`src/rtl/vga_timing_pkg.sv`:
```
// 640x480 VGA timing constants and lock-state encoding shared by the sync
// generator and the frame-capture checker.
package vga_timing_pkg;

  localparam int H_TOTAL  = 800;
  localparam int V_TOTAL  = 525;
  localparam int H_ACTIVE = 640;
  localparam int V_ACTIVE = 480;
  localparam int H_OFFSET = 48;
  localparam int V_OFFSET = 33;

  localparam int CNT_W   = 10;
  localparam int GREEN_W = 19;

  typedef enum logic [1:0] {
    SEARCH,
    CHECK,
    LOCKED
  } lock_state_t;

endpackage

```
`src/rtl/vga_frame_capture_if.sv`:
```
// VGA pin bundle: two active-low syncs plus 1-bit colour lines.
interface vga_frame_capture_if;

  logic vga_h_sync;
  logic vga_v_sync;
  logic vga_r;
  logic vga_g;
  logic vga_b;

  modport master (output vga_h_sync, vga_v_sync, vga_r, vga_g, vga_b);
  modport slave  (input  vga_h_sync, vga_v_sync, vga_r, vga_g, vga_b);

endinterface

```
`src/rtl/vga_bbox_accum.sv`:
```
// Per-frame red bounding box and green pixel count, with a clear strobe for the
// running accumulators and a latch strobe that publishes them.
module vga_bbox_accum
  import vga_timing_pkg::*;
(
  input  logic               clk,
  input  logic               reset,
  input  logic               pix_valid,
  input  logic               red,
  input  logic               green,
  input  logic [CNT_W-1:0]   x,
  input  logic [CNT_W-1:0]   y,
  input  logic               clr,
  input  logic               latch,
  output logic               found,
  output logic [CNT_W-1:0]   x_min,
  output logic [CNT_W-1:0]   x_max,
  output logic [CNT_W-1:0]   y_min,
  output logic [CNT_W-1:0]   y_max,
  output logic [GREEN_W-1:0] green_count
);

  logic               found_acc;
  logic [CNT_W-1:0]   xmin_acc, xmax_acc, ymin_acc, ymax_acc;
  logic [GREEN_W-1:0] green_acc;

  // Running accumulators; a clear discards any pixel in the same cycle.
  always_ff @(posedge clk or negedge reset) begin
    if (!reset) begin
      found_acc <= 1'b0;
      xmin_acc  <= '1;
      xmax_acc  <= '0;
      ymin_acc  <= '1;
      ymax_acc  <= '0;
      green_acc <= '0;
    end else if (clr) begin
      found_acc <= 1'b0;
      xmin_acc  <= '1;
      xmax_acc  <= '0;
      ymin_acc  <= '1;
      ymax_acc  <= '0;
      green_acc <= '0;
    end else if (pix_valid) begin
      if (red) begin
        found_acc <= 1'b1;
        if (x < xmin_acc) xmin_acc <= x;
        if (x > xmax_acc) xmax_acc <= x;
        if (y < ymin_acc) ymin_acc <= y;
        if (y > ymax_acc) ymax_acc <= y;
      end
      if (green) green_acc <= green_acc + 1'b1;
    end
  end

  // Published results hold between latch strobes.
  always_ff @(posedge clk or negedge reset) begin
    if (!reset) begin
      found       <= 1'b0;
      x_min       <= '1;
      x_max       <= '0;
      y_min       <= '1;
      y_max       <= '0;
      green_count <= '0;
    end else if (latch) begin
      found       <= found_acc;
      x_min       <= xmin_acc;
      x_max       <= xmax_acc;
      y_min       <= ymin_acc;
      y_max       <= ymax_acc;
      green_count <= green_acc;
    end
  end

endmodule

```
`src/rtl/vga_frame_capture.sv`:
```
// Receive-side VGA checker: recovers pixel coordinates from the syncs, verifies
// line/frame timing, locks, and reports per-frame bird box and pipe pixel count.
module vga_frame_capture #(
  parameter int H_TOTAL     = vga_timing_pkg::H_TOTAL,
  parameter int V_TOTAL     = vga_timing_pkg::V_TOTAL,
  parameter int H_ACTIVE    = vga_timing_pkg::H_ACTIVE,
  parameter int V_ACTIVE    = vga_timing_pkg::V_ACTIVE,
  parameter int H_OFFSET    = vga_timing_pkg::H_OFFSET,
  parameter int V_OFFSET    = vga_timing_pkg::V_OFFSET,
  parameter int LOCK_FRAMES = 2
) (
  input  logic                clk,
  input  logic                reset,
  vga_frame_capture_if.slave  vga,
  output logic [9:0]          pix_x,
  output logic [9:0]          pix_y,
  output logic                pix_valid,
  output logic                locked,
  output logic                frame_done,
  output logic                bird_found,
  output logic [9:0]          bird_x_min,
  output logic [9:0]          bird_x_max,
  output logic [9:0]          bird_y_min,
  output logic [9:0]          bird_y_max,
  output logic [18:0]         green_count,
  output logic [9:0]          line_len,
  output logic [9:0]          frame_lines
);
  import vga_timing_pkg::*;

  localparam logic [9:0] CNT_MAX   = 10'h3FF;
  localparam logic [9:0] H_TOTAL_C = 10'(H_TOTAL);
  localparam logic [9:0] V_TOTAL_C = 10'(V_TOTAL);
  localparam logic [9:0] H_OFF_C   = 10'(H_OFFSET);
  localparam logic [9:0] H_END_C   = 10'(H_OFFSET + H_ACTIVE);
  localparam logic [9:0] V_OFF_C   = 10'(V_OFFSET);
  localparam logic [9:0] V_END_C   = 10'(V_OFFSET + V_ACTIVE);
  localparam logic [7:0] LOCK_C    = 8'(LOCK_FRAMES);

  function automatic logic [9:0] sat_inc(input logic [9:0] v);
    return (v == CNT_MAX) ? CNT_MAX : v + 10'd1;
  endfunction

  logic h_p1, v_p1, r_p1, g_p1, b_p1;
  logic h_p2, v_p2;
  logic h_rise, v_rise;
  logic [9:0] hcnt, vcnt, lines_now;
  logic bad_acc, line_bad, frame_bad, latch;
  logic [7:0] good;
  lock_state_t state;
  logic unused_blue;

  // Stage 1 / stage 2: syncs idle high out of reset so no edge is seen on release.
  always_ff @(posedge clk or negedge reset) begin
    if (!reset) begin
      h_p1 <= 1'b1;
      v_p1 <= 1'b1;
      r_p1 <= 1'b0;
      g_p1 <= 1'b0;
      b_p1 <= 1'b0;
      h_p2 <= 1'b1;
      v_p2 <= 1'b1;
    end else begin
      h_p1 <= vga.vga_h_sync;
      v_p1 <= vga.vga_v_sync;
      r_p1 <= vga.vga_r;
      g_p1 <= vga.vga_g;
      b_p1 <= vga.vga_b;
      h_p2 <= h_p1;
      v_p2 <= v_p1;
    end
  end

  // Blue is captured with the other colours but takes no part in detection.
  assign unused_blue = b_p1;

  assign h_rise    = h_p1 & ~h_p2;
  assign v_rise    = v_p1 & ~v_p2;
  assign lines_now = h_rise ? sat_inc(vcnt) : vcnt;
  assign line_bad  = h_rise && (sat_inc(hcnt) != H_TOTAL_C);
  assign frame_bad = (lines_now != V_TOTAL_C) || bad_acc || line_bad;
  assign latch     = v_rise && (state == LOCKED);

  always_ff @(posedge clk or negedge reset) begin
    if (!reset) begin
      hcnt        <= '0;
      vcnt        <= '0;
      line_len    <= '0;
      frame_lines <= '0;
      bad_acc     <= 1'b0;
    end else begin
      hcnt <= h_rise ? 10'd0 : sat_inc(hcnt);
      if (v_rise)      vcnt <= '0;
      else if (h_rise) vcnt <= sat_inc(vcnt);
      if (h_rise) line_len <= sat_inc(hcnt);
      if (v_rise) frame_lines <= lines_now;
      if (v_rise)        bad_acc <= 1'b0;
      else if (line_bad) bad_acc <= 1'b1;
    end
  end

  // Lock FSM; a saturated line counter means sync has stopped.
  always_ff @(posedge clk or negedge reset) begin
    if (!reset) begin
      state      <= SEARCH;
      good       <= '0;
      locked     <= 1'b0;
      frame_done <= 1'b0;
    end else begin
      frame_done <= latch;
      if (hcnt == CNT_MAX) begin
        state  <= SEARCH;
        good   <= '0;
        locked <= 1'b0;
      end else begin
        case (state)
          SEARCH: begin
            if (v_rise) begin
              state <= CHECK;
              good  <= '0;
            end
          end
          CHECK: begin
            if (v_rise) begin
              if (frame_bad) begin
                good <= '0;
              end else if (good + 8'd1 >= LOCK_C) begin
                state  <= LOCKED;
                good   <= '0;
                locked <= 1'b1;
              end else begin
                good <= good + 8'd1;
              end
            end
          end
          LOCKED: begin
            if (line_bad || (v_rise && frame_bad)) begin
              state  <= CHECK;
              good   <= '0;
              locked <= 1'b0;
            end
          end
          default: begin
            state  <= SEARCH;
            good   <= '0;
            locked <= 1'b0;
          end
        endcase
      end
    end
  end

  assign pix_x     = hcnt - H_OFF_C;
  assign pix_y     = vcnt - V_OFF_C;
  assign pix_valid = locked && (hcnt >= H_OFF_C) && (hcnt < H_END_C)
                     && (vcnt >= V_OFF_C) && (vcnt < V_END_C);

  vga_bbox_accum u_accum (
    .clk         (clk),
    .reset       (reset),
    .pix_valid   (pix_valid),
    .red         (r_p1),
    .green       (g_p1),
    .x           (pix_x),
    .y           (pix_y),
    .clr         (v_rise),
    .latch       (latch),
    .found       (bird_found),
    .x_min       (bird_x_min),
    .x_max       (bird_x_max),
    .y_min       (bird_y_min),
    .y_max       (bird_y_max),
    .green_count (green_count)
  );

endmodule

```
`src/flat_wrapper.sv`:
```
// flat-port wrapper written by rule: the top's interface ports become plain ports
module vga_frame_capture_flat import vga_timing_pkg::*;
#(
  parameter int H_TOTAL     = vga_timing_pkg::H_TOTAL,
  parameter int V_TOTAL     = vga_timing_pkg::V_TOTAL,
  parameter int H_ACTIVE    = vga_timing_pkg::H_ACTIVE,
  parameter int V_ACTIVE    = vga_timing_pkg::V_ACTIVE,
  parameter int H_OFFSET    = vga_timing_pkg::H_OFFSET,
  parameter int V_OFFSET    = vga_timing_pkg::V_OFFSET,
  parameter int LOCK_FRAMES = 2
)
  (clk, reset, pix_x, pix_y, pix_valid, locked, frame_done, bird_found, bird_x_min, bird_x_max, bird_y_min, bird_y_max, green_count, line_len, frame_lines, vga_vga_h_sync, vga_vga_v_sync, vga_vga_r, vga_vga_g, vga_vga_b);
  vga_frame_capture_if vga_i ();
  input  logic clk;
  input  logic reset;
  output logic [9:0] pix_x;
  output logic [9:0] pix_y;
  output logic pix_valid;
  output logic locked;
  output logic frame_done;
  output logic bird_found;
  output logic [9:0] bird_x_min;
  output logic [9:0] bird_x_max;
  output logic [9:0] bird_y_min;
  output logic [9:0] bird_y_max;
  output logic [18:0] green_count;
  output logic [9:0] line_len;
  output logic [9:0] frame_lines;
  input wire logic [$bits(vga_i.vga_h_sync)-1:0] vga_vga_h_sync;
  input wire logic [$bits(vga_i.vga_v_sync)-1:0] vga_vga_v_sync;
  input wire logic [$bits(vga_i.vga_r)-1:0] vga_vga_r;
  input wire logic [$bits(vga_i.vga_g)-1:0] vga_vga_g;
  input wire logic [$bits(vga_i.vga_b)-1:0] vga_vga_b;
  assign vga_i.vga_h_sync = vga_vga_h_sync;
  assign vga_i.vga_v_sync = vga_vga_v_sync;
  assign vga_i.vga_r = vga_vga_r;
  assign vga_i.vga_g = vga_vga_g;
  assign vga_i.vga_b = vga_vga_b;
  vga_frame_capture #(.H_TOTAL(H_TOTAL), .V_TOTAL(V_TOTAL), .H_ACTIVE(H_ACTIVE), .V_ACTIVE(V_ACTIVE), .H_OFFSET(H_OFFSET), .V_OFFSET(V_OFFSET), .LOCK_FRAMES(LOCK_FRAMES)) u_core (.clk(clk), .reset(reset), .vga(vga_i), .pix_x(pix_x), .pix_y(pix_y), .pix_valid(pix_valid), .locked(locked), .frame_done(frame_done), .bird_found(bird_found), .bird_x_min(bird_x_min), .bird_x_max(bird_x_max), .bird_y_min(bird_y_min), .bird_y_max(bird_y_max), .green_count(green_count), .line_len(line_len), .frame_lines(frame_lines));
endmodule
```
`config.mk`:
```
export PLATFORM = sky130hd
export DESIGN_NAME = vga_frame_capture_flat
export DESIGN_NICKNAME = d
export VERILOG_FILES = /design/src/rtl/vga_timing_pkg.sv /design/src/rtl/vga_frame_capture_if.sv /design/src/rtl/vga_bbox_accum.sv /design/src/rtl/vga_frame_capture.sv /design/src/flat_wrapper.sv
export SDC_FILE = /design/constraint.sdc
export NUM_CORES = 1
export LEC_CHECK = 0
export BUFFER_PORTS_ARGS = -buffer_cell sky130_fd_sc_hd__buf_2
export CAP_MARGIN = 5
export CORE_ASPECT_RATIO = 0.7
export CORE_MARGIN = 2
export CORE_UTILIZATION = 55
export DETAILED_ROUTE_END_ITERATION = 8
export PLACE_DENSITY_LB_ADDON = 0.08
export SETUP_SLACK_MARGIN = 0.1
export SLEW_MARGIN = 20
export SYNTH_ARGS = -nofsm -noshare
export SYNTH_HDL_FRONTEND = slang
export SYNTH_HIERARCHICAL = 1
export SYNTH_SLANG_ARGS = --single-unit
```
`constraint.sdc`:
```
create_clock -name clk -period 3.88 [get_ports clk]
set_input_delay 0.776 -clock clk [delete_from_list [all_inputs] [get_ports clk]]
set_output_delay 0.776 -clock clk [all_outputs]
set_load 0.03 [all_outputs]
```
==> key figures, run 1 <==
Timing
  – Ratio of final minimum period to clock period: 87.70%
  – Least-Margin Pin Slew: 0.7423 ns
  – Setup TNS: 0 ns
  – Setup Skew: 0.01295 ns
  – Slew margin rel.: 50.52%
  – Slew Viols, Final: 0
  – Final setup violating endpoints: 0
  – Fin crit period: 3.403 ns
  – Final Hold Viols: 0
  – Max frequency: 0.2939 GHz
  – Final hold slack: 0.3450 ns
  – Unrepaired setup endpoints after global routing: false
  – Setup ws final: 0.4771 ns

Job
  – Max-cap violations: 0

GRT
  – All-Layer GR Usage: 23.27%
  – Pin count of the biggest net entering global routing: 72
  – Vias in the first global route: 6388
  – Grt total ovfl: 0
  – Initial antenna violation count: 0
  – Global-route wire length before repair: 33.81 mm

Pwr
  – Clk pwr share: 39.9%
  – Sw Pwr: 1.268 mW
  – Leak: 5.359 nW
  – Net Sw Frac: 29.98%
  – Int Pwr: 2.962 mW
  – Power consumption: 4.231 mW
  – VDD IR max: 288.2 uV
  – Sequential Power Share: 47.0%
  – Combinational share of power: 13.2%
  – Pwr Density: 389.7 nW/um^2

Final layout
  – Ant diodes: 0
  – Nets: 1059
  – Fin area: 10860 um^2
  – Synthesis-to-layout area growth: 14.53%
  – Non-filler instance count after layout: 1249
  – Final Util: 63.80%
  – Layout cells sized above 1: 29.47%

Placed design
  – Post-place setup slack: 0.5265 ns
  – HPWL after detailed placement: 13.92 mm
  – Routability cong.: 0.8821
  – Number of port buffers: 108
  – Placed insts: 1217
  – Placed Instance Area: 10280 um^2

Drt
  – Routed vias/inst: 5.422
  – M1 wire length: 10.46 mm
  – Initial DRC Count: 528
  – Top routing layer used: met4
  – Antenna-violating nets left: 0
  – # DRC: 0
  – DR pass1 iterations: 7
  – Met2 routed WL: 8.507 mm
  – Met3 Routed Length: 847 um
  – Via count: 6772
  – Final routed wire length divided by cell count: 16.06 um
  – DRT Wirelength: 20.05 mm

Clocking
  – Post-CTS Resized: 0
  – Postcts setup bufs: 0
  – CTS tree: done
  – Cts bufs inserted: 17
  – CTS Hold Bufs: 0
  – H-tree Lvls: 4
  – CTS Buffer Depth: 2
  – Clock-pin slew on the worst setup and hold paths: 0.07 ns
  – Clk sinks: 179
  – Clock root buffer: clkbuf_16
  – Clk Latency, worst-skew pair: 0.45 ns

Worst setup path
  – Max FO, Critical Path: 11
  – CP Launch Type: register
  – Req. time, crit path: 4.24 ns
  – Critical Path AT: 3.77 ns
  – Crit Path Category: register to register
  – Setup crit end kind: register

Die
  – Die Width: 160.9 um
  – Core box area: 17020 um^2
  – Die area: 18320 um^2
  – Initial core utilization: 55.71%
  – Rows: 40
  – # IOs: 110
  – Die Y: 113.8 um

Outcome
  – Status: finished, final reports clean

Yosys
  – Mean post-synth cell area: 10.49 um^2
  – Seq/Total Area, Yosys: 47.84%
  – Syn Nets: 958
  – Synth area leaders: dfrtp_1 (36%), dfstp_2 (12%), mux2_2 (7.2%)
  – Mapped Area: 9479 um^2
  – Fraction of registers with async set/reset: 100.0%
  – Number of synthesized flops with an enable pin: 0
  – Synth unique cells: 71
  – Post-synth top area share: 35.64%
  – Synth area leader: dfrtp_1
  – Post-synth top flop: dfrtp_1
  – Synthesis-stage register bit count: 179
  – Ys Warns: 6
  – Mapped Cells: 904

Worst hold path
  – Hold Path Class: input port to asynchronous set/reset pin
==> critical path: stages (launching register included) <==
cell and delay [ns]:
dfrtp_1 0.50, nor3_1 0.28, nand3_1 0.20, a21oi_1 0.23, xor2_1 0.37, ha_1 0.31
a21o_1 0.16, a21oi_1 0.13, nor2b_1 0.07, a2111oi_2 0.55, buf_4 0.30, mux2i_1 0.22
==> power by group through the flow <==
stage | Clock (mW) | Combinational, mW | Sequential, mW
6_report | 1.69 | 0.557 | 1.99
5_1_grt | 1.82 | 0.621 | 2.00
4_1_cts | 1.72 | 0.561 | 1.99
3_5_place_dp | 0 | 0.558 | 2.02
3_3_place_gp | 0 | 0.547 | 2.02
2_1_floorplan | 0 | 0.335 | 2.05
==> path summary, 6_finish.rpt <==
| kind | start | end | slack [ns] | cells past startpoint |
|---|---|---|---|---|
| max | u_core/vcnt[3] | u_core/u_accum/ymin_acc[1] | 0.48 | 11 |
| min | reset | u_core/frame_lines[2] | 0.34 | 1 |
| max reg2reg | u_core/vcnt[3] | u_core/u_accum/ymin_acc[1] | 0.48 | 11 |
| min reg2reg | u_core/v_p1 | u_core/v_p2 | 0.37 | 0 |
| max in group asynchronous | reset | u_core/u_accum/ymin_acc[7] | 2.54 | 2 |
| min in group clk | u_core/v_p1 | u_core/v_p2 | 0.37 | 0 |
==> cell type report <==
cell class | instances | area [um^2]
repair buffers | 133 | 759.5
well taps | 231 | 289.0
inverters | 55 | 206.4
clock inverters | 14 | 140.1
multi-input cells | 619 | 4488
clock buffers | 18 | 439.2
fillers | 1402 | 6160
flip-flops and latches | 179 | 4534
==> state kept, by name (all words and copies together) (netlist names), 2 cells and up <==
register,flops
u_core/u_accum/y_min,10
u_core/good,8
u_core/u_accum/xmin_acc,10
u_core/u_accum/x_max,10
u_core/state,2
u_core/line_len,10
u_core/vcnt,10
u_core/u_accum/green_count,19
u_core/u_accum/y_max,10
u_core/u_accum/ymin_acc,10
u_core/frame_lines,10
u_core/u_accum/xmax_acc,10
u_core/hcnt,10
u_core/u_accum/x_min,10
u_core/u_accum/green_acc,19
u_core/u_accum/ymax_acc,10
==> synth_stat cells, drive strengths merged, types with 8 or more instances <==
cell / n
a31oi: 8
a21o: 9
dfstp: 44
nand4: 13
xnor2: 9
inv: 55
nor3: 13
a21oi: 25
nand2b: 48
ha: 47
nand3: 13
nand2: 66
buf: 29
dfrtp: 135
clkbuf: 22
and2: 13
o21ai: 38
nor2: 103
and3: 8
mux2: 61
mux2i: 44
xor2: 22
==> layer usage <==
layer,vias up,global-route usage [%]
li1,3315,-
met1,3296,36.09
met2,140,33.22
met3,21,4.545
met4,0,6.369
met5,-,0
==> placed cells by master, fill, tap and decap left out, types with 9 or more instances in the layout <==
cell type / synthesis / routed
dfrtp_1: 135 / 135
a21o_1: 9 / 9
xor2_1: 22 / 22
dfstp_2: 44 / 44
nor3_1: 9 / 9
nor2_1: 103 / 102
mux2_2: 61 / 61
clkbuf_16: 0 / 17
nand2_1: 64 / 64
nand3_1: 10 / 10
o21ai_0: 28 / 28
buf_2: 13 / 107
o21ai_1: 10 / 10
and2_1: 12 / 12
mux2i_1: 44 / 44
buf_4: 7 / 23
inv_1: 55 / 54
nand4_1: 13 / 13
ha_1: 47 / 47
nand2b_1: 48 / 48
xnor2_1: 9 / 9
a21oi_1: 24 / 24
==> logic make-up after synthesis <==
| group | after synthesis | synth area share [%] |
|---|---|---|
| XOR/XNOR | 31 | 2.864 |
| flip-flops | 179 | 47.84 |
| adder cells (fa/ha/maj) | 47 | 6.204 |
| AO/OA/AOI/OAI | 120 | 8.778 |
| multiplexers | 105 | 11.89 |
| AND/OR/NAND/NOR | 316 | 17.46 |
| buffers and inverters | 106 | 4.963 |
(Power assumes the default switching activity.)
==> run 2, diff against run 1 <==
- CORE_MARGIN: 2 -> not set
- clock period: 3.88 -> 3.6 ns (I/O delays scaled with it)
==> run 2 against run 1 <==
Against the previous run:
- clock power rose by 10%
- via count is 0.81% lower
- critical path type unchanged
- setup slack got worse by 0.17 ns
- sequential share of layout area fell by 0.17 points
- core utilization up 1.9 points
- register-to-register slack got worse by 0.17 ns
- non-clock buffer count unchanged
- largest power group unchanged
==> key figures, run 2 (synthesis gave the netlist of run 1 again) <==
Final layout
  – Ant diodes: 0
  – Register area: 4534 um^2
  – Multi-input gate area: 4521 um^2
  – Synthesis-to-layout area growth: 15.01%
  – Most common cell after layout, fill and taps aside: dfrtp_1
  – Final Util: 65.71%
  – Layout cells sized above 1: 29.76%
  – Nets: 1059
  – Fill cell count: 1361
  – Largest registers: u_core/u_accum/green_acc (19), u_core/u_accum/green_count (19)
  – Most frequent cells in the layout: dfrtp_1 (135), buf_2 (107), nor2_1 (102), nand2_1 (64), mux2_2 (61)

Worst setup path
  – Critical Path AT: 3.61 ns
  – CP dominant cell by count: ha_1
  – Max FO, Critical Path: 6
  – Largest stage delay, worst path: 0.48 ns
  – Crit Path Category: register to register
  – Req. time, crit path: 3.92 ns
  – CP Launch Type: register
  – Setup crit end kind: register
  – Critical path cell sequence: inv_1 > ha_1 > nand2_1 > a211oi_1 > xor2_2 > ha_1 > o21ai_0 > nor2_1 > a2111oi_0 > a311oi_2 > buf_4 > mux2i_1
  – Slowest stage cell, crit path: a2111oi_0

Clocking
  – Cts bufs inserted: 17
  – Clk Latency, worst-skew pair: 0.43 ns
  – Clock root buffer: clkbuf_16
  – H-tree Lvls: 4
  – Clk sinks: 179
  – CTS Buffer Depth: 2
  – CTS tree: done
  – Clock-pin slew on the worst setup and hold paths: 0.07 ns
  – Postcts setup bufs: 0

Die
  – Rows: 39
  – Die Y: 111.8 um
  – Die area: 17770 um^2
  – Die Width: 158.9 um
  – # IOs: 110
  – Core box area: 16590 um^2
  – Initial core utilization: 57.13%

GRT
  – Global-route wire length before repair: 34.07 mm
  – All-Layer GR Usage: 24.20%
  – Vias in the first global route: 6555
  – Pin count of the biggest net entering global routing: 71
  – Initial antenna violation count: 0
  – Grt total ovfl: 0

Timing
  – Ratio of final minimum period to clock period: 91.44%
  – Unrepaired setup endpoints after global routing: false
  – Setup Skew: 0.01089 ns
  – Final Hold Viols: 0
  – Final setup violating endpoints: 0
  – Slew Viols, Final: 0
  – Least-Margin Pin Slew: 0.7765 ns
  – Max frequency: 0.3038 GHz
  – Fin crit period: 3.292 ns
  – Setup TNS: 0 ns
  – Slew margin rel.: 47.76%

Drt
  – Initial DRC Count: 482
  – Final routed wire length divided by cell count: 16.31 um
  – DRT Wirelength: 20.27 mm
  – Routed vias/inst: 5.404
  – Via count: 6717
  – # DRC: 0
  – Antenna-violating nets left: 0
  – DR pass1 iterations: 5

Placed design
  – Number of port buffers: 108
  – Routability cong.: 0.8920
  – HPWL after detailed placement: 14.17 mm

Pwr
  – Pwr Density: 422.5 nW/um^2
  – Leak: 5.363 nW
  – VDD IR max: 267.1 uV

Outcome
  – Status: finished, final reports clean

Worst hold path
  – Hold Path Class: input port to asynchronous set/reset pin

Job
  – Max-cap violations: 0
[run 2: what timing repair did]
action                     4_1_cts  5_1_grt
resized for setup                0        3
setup endpoints to repair        0       13
hold buffers                     0        0
[run 2: worst max-delay path, delay by kind of cell, from the launching register on]
family	cells	cell delay (ns)
fa+ha+maj	2	0.54
simple gates	2	0.21
flops	1	0.38
compound gates	4	1.22
mux	1	0.12
buf+inv	2	0.40
xor+xnor	1	0.30
[run 2: through the flow]
step           setup slack [ns]  power, mW  hold WS [ns]  instance area (um^2)  std cells
2_1_floorplan            0.2281      2.570        0.3542                  9487        904
3_3_place_gp             0.3508      2.767        0.3595                 10280       1211
3_5_place_dp             0.1761      2.781        0.3612                 10280       1211
4_1_cts                  0.1472      4.656        0.2967                 10880       1243
5_1_grt                  0.1042      4.812        0.3267                 10900       1243
6_report                 0.3083      4.606        0.2812                 10900       1243
[run 2: report_power, final]
group          internal (mW)  switching, mW
registers               2.07         0.0783
logic                  0.188          0.414
clock network          0.987          0.874
[run 2: worst paths after layout]
kind | start | slack (ns) | to | depth (start not counted)
hold / removal | reset | 0.28 | u_core/u_accum/y_max[1] | 1
max in group asynchronous | reset | 2.43 | u_core/u_accum/xmin_acc[5] | 2
hold reg to reg | u_core/v_p1 | 0.37 | u_core/v_p2 | 0
setup / recovery | u_core/vcnt[0] | 0.31 | u_core/u_accum/ymax_acc[3] | 12
setup reg to reg | u_core/vcnt[0] | 0.31 | u_core/u_accum/ymax_acc[3] | 12
min in group clk | u_core/v_p1 | 0.37 | u_core/v_p2 | 0
[run 2: cell type report]
cell class	instances	share of cell area, %
sequential	179	41.59
multi-input combinational	619	41.47
timing repair buffer	133	6.967
clock inverter	15	1.595
tap	225	2.582
clock buffer	17	3.902
inverter	55	1.894
[run 2: routing by layer]
metal  track usage [%]  share of wire (%)
met5                 0                  0
met4             7.692                1.3
met3             4.806                3.8
met2             35.12                 43
met1             36.34                 52
==> run 3, diff against run 2 <==
- BUFFER_PORTS_ARGS: -buffer_cell sky130_fd_sc_hd__buf_2 -> not set
- DONT_BUFFER_PORTS: not set -> 1
==> run 3 against run 2 <==
Against the previous run:
- the run now ends with negative hold slack left
- critical path depth unchanged
- worst hold slack worse by 0.31 ns
- combinational power down 27%
- core utilization down 3.0 points
- maximum frequency increased by 2.1%
- power increased by 0.77%
- count of clock-buffer cells in the layout is the same
- flip-flop and latch count is the same
- global-route usage down 0.20 points
==> key figures, run 3 (synthesis gave the netlist of run 1 again) <==
Pwr
  – Sw Pwr: 1.344 mW
  – Int Pwr: 3.298 mW
  – VDD IR max: 351.6 uV
  – Clk pwr share: 42.5%
  – Pwr Density: 446.4 nW/um^2
  – Combinational share of power: 9.5%
  – Net Sw Frac: 28.96%
  – Sequential Power Share: 47.9%
  – Leak: 4.854 nW
  – Power consumption: 4.642 mW

Die
  – Initial core utilization: 57.13%
  – Rows: 39
  – # IOs: 110
  – Core box area: 16590 um^2
  – Die Y: 111.8 um
  – Die area: 17770 um^2
  – Die Width: 158.9 um

Worst setup path
  – Largest stage delay, worst path: 0.50 ns
  – Slowest stage cell, crit path: a2111oi_0
  – Crit Path Category: register to register
  – Critical Path AT: 3.57 ns
  – CP dominant cell by count: ha_1
  – Setup crit end kind: register
  – Crit path buf inv count: 2
  – Critical path cell sequence: inv_1 > ha_1 > nand2_1 > a211oi_2 > xor2_2 > ha_1 > o21ai_0 > nor2_1 > a2111oi_0 > a311oi_2 > buf_4 > mux2i_1
  – Req. time, crit path: 3.95 ns
  – Worst setup startpoint: u_core/vcnt[0]
  – Reg2Reg Launch Point: u_core/vcnt[0]
  – CP Launch Type: register
  – Max FO, Critical Path: 9
  – CP delay by family, top: compound AO/OA/AOI/OAI gates

GRT
  – Initial antenna violation count: 0
  – All-Layer GR Usage: 24.00%
  – Grt total ovfl: 0
  – Pin count of the biggest net entering global routing: 180
  – Vias in the first global route: 6423
  – Global-route wire length before repair: 33.81 mm

Drt
  – DRT Wirelength: 20.10 mm
  – Initial DRC Count: 433
  – Final routed wire length divided by cell count: 17.63 um
  – Routed vias/inst: 5.692
  – # DRC: 0
  – Antenna-violating nets left: 0
  – DR pass1 iterations: 5
  – Via count: 6489

Final layout
  – Non-filler instance count after layout: 1140
  – Fill cell count: 1348
  – Most frequent cells in the layout: dfrtp_1 (135), nor2_1 (102), nand2_1 (64), mux2_2 (61), inv_1 (54)
  – Synthesis-to-layout area growth: 9.715%
  – Largest registers: u_core/u_accum/green_acc (19), u_core/u_accum/green_count (19)
  – Layout cells sized above 1: 21.75%
  – Nets: 956
  – Most common cell after layout, fill and taps aside: dfrtp_1
  – Ant diodes: 0

Timing
  – Slew margin rel.: 48.34%
  – Final Hold Viols: 114
  – Ratio of final minimum period to clock period: 89.56%
  – Setup TNS: 0 ns
  – Max frequency: 0.3101 GHz
  – Least-Margin Pin Slew: 0.7749 ns
  – Slew Viols, Final: 0
  – Fin crit period: 3.224 ns
  – Unrepaired setup endpoints after global routing: false
  – Setup Skew: 0.01446 ns
  – Final setup violating endpoints: 0
  – Final hold slack: -0.02405 ns

Clocking
  – CTS Buffer Depth: 2
  – Clk Latency, worst-skew pair: 0.44 ns
  – Clk sinks: 179
  – Clock root buffer: clkbuf_16
  – Cts bufs inserted: 17
  – Clock-pin slew on the worst setup and hold paths: 0.07 ns
  – Postcts setup bufs: 0
  – H-tree Lvls: 4
  – CTS tree: done

Placed design
  – Placed insts: 1108
  – Routability cong.: 0.9101
  – Number of port buffers: 0
  – HPWL after detailed placement: 14.18 mm

Job
  – Max-cap violations: 0

Outcome
  – Violated checks: negative hold slack
  – Status: complete, but fails checks

Worst hold path
  – Hold Path Class: input port to asynchronous set/reset pin
## run 3: changes by cell type in the layout (fill, tap and decap cells not counted), moves of 2 or more
cell / before / now
buf_4: 23 / 29
clkinv_4: 3 / 0
inv_6: 4 / 2
inv_8: 1 / 5
buf_2: 107 / 0
## run 3: timing repair
item / in CTS / in global routing
resized for setup: 0 / 1
hold endpoints to repair: 135 / 135
setup endpoints to repair: 0 / 9
## run 3: area by class of cell
class                      count  area [um^2]  share of cell area [%]
clock buffer                  17        425.4                   4.090
inverter                      55        206.4                   1.985
clock inverter                15        214.0                   2.057
multi-input combinational    619         4501                   43.27
timing repair buffer          30        237.7                   2.286
sequential                   179         4534                   43.60
tap                          225        281.5                   2.707
## run 3: path summary, 6_finish.rpt
path                                         endpoint  slack [ns]  depth (start not counted)
setup / recovery           u_core/u_accum/ymax_acc[6]        0.38                         12
hold / removal                u_core/u_accum/y_max[3]       -0.02                          0
setup reg to reg           u_core/u_accum/ymax_acc[6]        0.38                         12
hold reg to reg                           u_core/v_p2        0.37                          0
max in group asynchronous  u_core/u_accum/xmin_acc[7]        3.38                          0
min in group clk                          u_core/h_p1        0.28                          0
## run 3: power groups by stage
stage,registers [mW],clock network [mW],logic (mW)
after floorplan,2.21,0,0.361
after detailed placement,2.26,0,0.440
after global placement,2.26,0,0.424
after CTS,2.23,2.02,0.442
after global routing,2.24,2.11,0.495
final,2.23,1.97,0.442
## run 3: per-layer routing
layer	global-route usage (%)	vias to the layer above	part of all wire, %
met4	7.244	0	0.88
li1	-	3100	-
met5	0	-	0
met1	33.16	3202	47
met2	36.93	170	45
met3	6.669	17	6.9
## run 3: stage by stage
step | area, um^2 | utilization [%] | worst slack, ns
6_report | 10400 | 62.68 | 0.3757
3_5_place_dp | 9756 | 58.80 | 0.3230
4_1_cts | 10400 | 62.65 | 0.3153
3_3_place_gp | 9756 | 58.80 | 0.4393
5_1_grt | 10400 | 62.68 | 0.1305
2_1_floorplan | 9487 | - | 0.2281
